### src/rtl/cpu_bus_sequencer.sv
// M-cycle/T-cycle sequencer and registered system-bus master for the SM83 core.
// Requests are captured at T0. Slow targets stretch the last T-cycle via mem_ready, bounded by MAX_WAIT.
module cpu_bus_sequencer #(
  parameter int T_PER_M    = 4,
  parameter int ADDR_WIDTH = 16,
  parameter int DATA_WIDTH = 8,
  parameter int MAX_WAIT   = 15
) (
  input  logic                          clk,
  input  logic                          reset,
  input  logic                          req_valid,
  input  logic                          req_write,
  input  logic [ADDR_WIDTH-1:0]         req_addr,
  input  logic [DATA_WIDTH-1:0]         req_wdata,
  input  logic                          halt,
  output logic [$clog2(T_PER_M)-1:0]    t_cycle,
  output logic                          clk_phi,
  output logic                          m_start,
  output logic                          m_commit,
  output logic                          waiting,
  output logic                          bus_error,
  output logic [DATA_WIDTH-1:0]         rdata,
  output logic [ADDR_WIDTH-1:0]         mem_addr,
  output logic                          mem_enable,
  output logic                          mem_write,
  output logic [DATA_WIDTH-1:0]         mem_data_out,
  input  logic [DATA_WIDTH-1:0]         mem_data_in,
  input  logic                          mem_ready
);
  localparam int TW = $clog2(T_PER_M);
  localparam int WW = $clog2(MAX_WAIT + 1);
  localparam logic [TW-1:0] T_LAST = TW'(T_PER_M - 1);
  localparam logic [TW-1:0] T_HALF = TW'(T_PER_M / 2);
  localparam logic [WW-1:0] W_MAX  = WW'(MAX_WAIT);

  typedef enum logic [1:0] {RUN, WAIT, HALT} state_t;
  state_t        state;
  logic [WW-1:0] wait_cnt;
  logic          at_last, timeout;

  assign at_last   = (t_cycle == T_LAST);
  assign timeout   = (state == WAIT) && (wait_cnt == W_MAX) && !mem_ready;
  assign bus_error = timeout;
  assign m_start   = (state == RUN) && (t_cycle == '0);
  assign waiting   = (state == WAIT);
  assign clk_phi   = (t_cycle < T_HALF);

  // mem_ready only matters once an access is actually on the bus
  always_comb begin
    m_commit = 1'b0;
    if (state == RUN && at_last) m_commit = !mem_enable || mem_ready;
    else if (state == WAIT)      m_commit = mem_ready || (wait_cnt == W_MAX);
  end

  always_ff @(posedge clk) begin
    if (reset) begin
      state        <= RUN;
      t_cycle      <= '0;
      wait_cnt     <= '0;
      rdata        <= '0;
      mem_addr     <= '0;
      mem_enable   <= 1'b0;
      mem_write    <= 1'b0;
      mem_data_out <= '0;
    end else if (m_commit) begin
      t_cycle    <= '0;
      wait_cnt   <= '0;
      mem_enable <= 1'b0;
      mem_write  <= 1'b0;
      state      <= halt ? HALT : RUN;
      // a timed-out read returns open-bus all-ones
      if (mem_enable && !mem_write) rdata <= timeout ? '1 : mem_data_in;
    end else begin
      case (state)
        RUN: begin
          if (at_last) begin
            state    <= WAIT;
            wait_cnt <= WW'(1);
          end else begin
            t_cycle <= t_cycle + 1'b1;
            if (m_start && req_valid) begin
              mem_addr     <= req_addr;
              mem_write    <= req_write;
              mem_data_out <= req_wdata;
              mem_enable   <= 1'b1;
            end
          end
        end
        WAIT:    wait_cnt <= wait_cnt + 1'b1;
        HALT:    if (!halt) state <= RUN;
        default: state <= RUN;
      endcase
    end
  end
endmodule

### config.mk
export PLATFORM = sky130hd
export DESIGN_NAME = cpu_bus_sequencer
export DESIGN_NICKNAME = d
export VERILOG_FILES = /design/src/rtl/cpu_bus_sequencer.sv
export SDC_FILE = /design/constraint.sdc
export NUM_CORES = 1
export LEC_CHECK = 0
export CAP_MARGIN = 25
export CORE_ASPECT_RATIO = 0.9
export CORE_MARGIN = 3
export CORE_UTILIZATION = 43
export DETAILED_ROUTE_END_ITERATION = 10
export PLACE_DENSITY = 0.83
export SETUP_SLACK_MARGIN = 0.02
export SLEW_MARGIN = 5
export SYNTH_ARGS = -nofsm -noshare
export SYNTH_HDL_FRONTEND = slang
export SYNTH_SLANG_ARGS = --single-unit
### constraint.sdc
create_clock -name clk -period 4.7 [get_ports clk]
set_clock_uncertainty 0.05 [all_clocks]
set_input_delay 0.47 -clock clk [delete_from_list [all_inputs] [get_ports clk]]
set_output_delay 0.47 -clock clk [all_outputs]
set_load 0.02 [all_outputs]
==> metrics.yaml <==
setup_path:
  crit_path_max_fanout: 5
  rr_worst_depth: 4
  end_kind: "output port"
  crit_path_frequent_cell: "clkdlybuf4s50_1"
  cp.required_ns: 4.18
  reg2reg_slack_ns: 2.49
  crit_arrival_ns: 2.13
  path_cells: "clkdlybuf4s50_1 -> nor3b_1 -> a311oi_4 -> clkdlybuf4s50_1"
  r2r-start: "state[0]"
  startpoint_type: "input pin"
  worstSetupStartpoint: "mem_ready"
  path_class: "input pin to output port"
  max_stage_delay_ns: 0.67
  reg2reg_to: "rdata[0]"
  endpoint: "m_commit"
  crit_path_top_delay_cell: "clkdlybuf4s50_1"
placed_design:
  pre_cts_ws_ns: 2.051
  io_buffers: 78
  dp_hpwl_um: 2923
  place.gp.congestion: 0.8311
clock_tree:
  cts.sinks: 42
  clock_latency_ns: 0.29
  numCtsBuffers: 5
  cts_resized: 0
  tritoncts: "built"
  htree_levels: 2
  clockBufferDepth: 2
  clockRootBuffer: "clkbuf_8"
  clkTransAtPathRegs_ns: 0.08
  post-cts-setup-buffers: 0
  ctsHoldBuffers: 0
floorplanning:
  core_area_um2: 3553
  fp.dieH_um: 65.40
  initial_core_util: 0.4743
  dieArea_um2: 4708
  io_pins: 79
  die_w_um: 71.99
  rows: 20
logic_synthesis:
  ys_ff_latch: 42
  synthArstFlopShare: 0
  ys_seq_area_frac: 0.4989
  synth.distinct_cells: 27
  netlist_area_um2: 1685
  synthFlopType: "dfxtp_1"
  yosys-top-cells-count: "42 x dfxtp_1, 34 x nor2_1, 26 x mux2i_1"
  synthTopCellsByArea: "dfxtp_1 50%, mux2i_1 15%, nor2_1 7.6%"
  synth_top_area_share: 0.4989
  synth_warnings: 0
  yosysTopAreaCell: "dfxtp_1"
  syn-instance-count: 163
  avgSynthCellArea_um2: 10.34
  syn_nets: 204
  yosysMostFrequentCell: "dfxtp_1"
  synth_edf_count: 0
drt:
  drtIter0Drc: 74
  dr.pass1.iters: 4
  wl_um: 3944
  final_antenna_net_count: 0
  vias_per_cell: 4.877
  remaining_drc_errors: 0
  routedWlPerCell_um: 13.84
  vias: 1390
job:
  drv_cap: 0
sta:
  finalSetupTns_ns: 0
  setup_viol: 0
  final-max-slew-violation-count: 0
  slew_headroom: 0.4920
  rsz0062_at_grt: "false"
  worst_slew_pin_slew_ns: 0.7600
  layout_setup_ws_ns: 2.051
  hold_violations: 0
  max_clock_freq_mhz: 377.6
  fin_crit_sh: 0.5635
  finalCriticalPeriod_ns: 2.649
  fin_hold_ws_ns: 0.4437
min_path:
  hp-class: "register to register"
cells_and_area:
  n_antenna_cell: 0
  area_growth_pct: 53.01
  fin_util: 0.7257
  fin_nets: 281
  fill_cells: 291
  drive_above_1_share: 0.07054
run_status:
  status: "completed"
pwr:
  p_leak_nw: 1.090
  ir_drop_mv: 0.2996
  finalPower_mw: 1.143
  power_density_nw_per_um2: 443.4
global_routing:
  grt_first_pass_wirelength_um: 6699
  grtUsageTotal: 0.1822
  grt_max_degree: 37
  overflow: 0
  antenna_found_initial: 0
  grt_pass1_vias: 1418
==> worst min-delay path by stage <==
stage,end,startpoint,slack [ns],cells after the start
2_1_floorplan,wait_cnt[1],wait_cnt[1],0.44,2
3_3_place_gp,mem_data_out[3],mem_data_out[3],0.42,2
3_5_place_dp,mem_data_out[3],mem_data_out[3],0.44,2
4_1_cts,mem_data_out[3],mem_data_out[3],0.46,2
5_1_grt,mem_addr[7],mem_addr[7],0.47,2
6_report,mem_addr[10],mem_addr[10],0.44,2
==> sequential cells by signal (all words and copies together), names as in the netlist <==
name,cells
rdata,8
state,2
mem_addr,16
wait_cnt,4
t_cycle,2
mem_data_out,8
mem_enable,1
mem_write,1
==> placed cells by master, fill, tap and decap left out, drive strengths merged <==
cell type      synthesis  final
a2111oi                1      1
a21oi                  3      3
a22oi                  3      3
a311oi                 1      1
buf                    4      2
clkbuf                 6      6
clkdlybuf4s50          0     78
clkinv                 0      1
clkinvlp               0      1
dfxtp                 42     42
ha                     3      3
inv                    6      6
mux2                   2      2
mux2i                 26     26
nand2                  1      1
nand2b                 1      1
nand3                  3      3
nand3b                 1      1
nor2                  34     34
nor2b                  8      8
nor3                   2      2
nor3b                  3      3
nor4b                  1      1
o21bai                 1      1
o22a                   8      8
or2                    1      1
or4b                   1      1
xnor2                  1      1
==> power by group <==
group | internal, mW | total [mW] | leakage [nW] | switching [mW]
combinational | 0.231 | 0.452 | 0.700 | 0.221
clock | 0.118 | 0.238 | 0.0472 | 0.120
sequential | 0.415 | 0.454 | 0.343 | 0.0383
total | 0.765 | 1.14 | 1.09 | 0.379
==> routing by layer <==
layer	up-vias	part of all wire	track usage
li1	707	-	-
met1	632	0.43	0.2177
met2	45	0.48	0.3085
met3	6	0.077	0.06116
met4	0	0.014	0.05634
met5	-	0	0
==> stage by stage <==
stage | cells | area (um2)
2_1_floorplan | 163 | 1685
3_3_place_gp | 277 | 2484
3_5_place_dp | 277 | 2484
4_1_cts | 285 | 2579
5_1_grt | 285 | 2579
6_report | 285 | 2579
==> critical path, delay by kind of cell <==
kind,cells,cell delay (ns)
compound gates,1,0.37
buf+inv,2,1.19
simple gates,1,0.09
==> logic make-up (layout without fill, tap and decap cells) <==
family          count (synthesis)  count (layout)  share of synthesized area
mux                            28              28                     0.1678
xor+xnor                        1               1                   0.005198
fa+ha+maj                       3               3                    0.02227
compound gates                 17              17                    0.09577
buf+inv                        16              94                    0.04454
flops                          42              42                     0.4989
simple gates                   56              56                     0.1656
==> cell type report <==
class / count / area, um2 / share of cell area
Tap cell: 44 / 55.05 / 0.02135
Inverter: 6 / 22.52 / 0.008734
Clock buffer: 6 / 82.58 / 0.03202
Sequential cell: 42 / 840.8 / 0.3261
Clock inverter: 2 / 12.51 / 0.004852
Timing Repair Buffer: 80 / 795.8 / 0.3086
Multi-Input combinational cell: 105 / 769.5 / 0.2984
No activity file was read; power rests on OpenSTA's default activity.
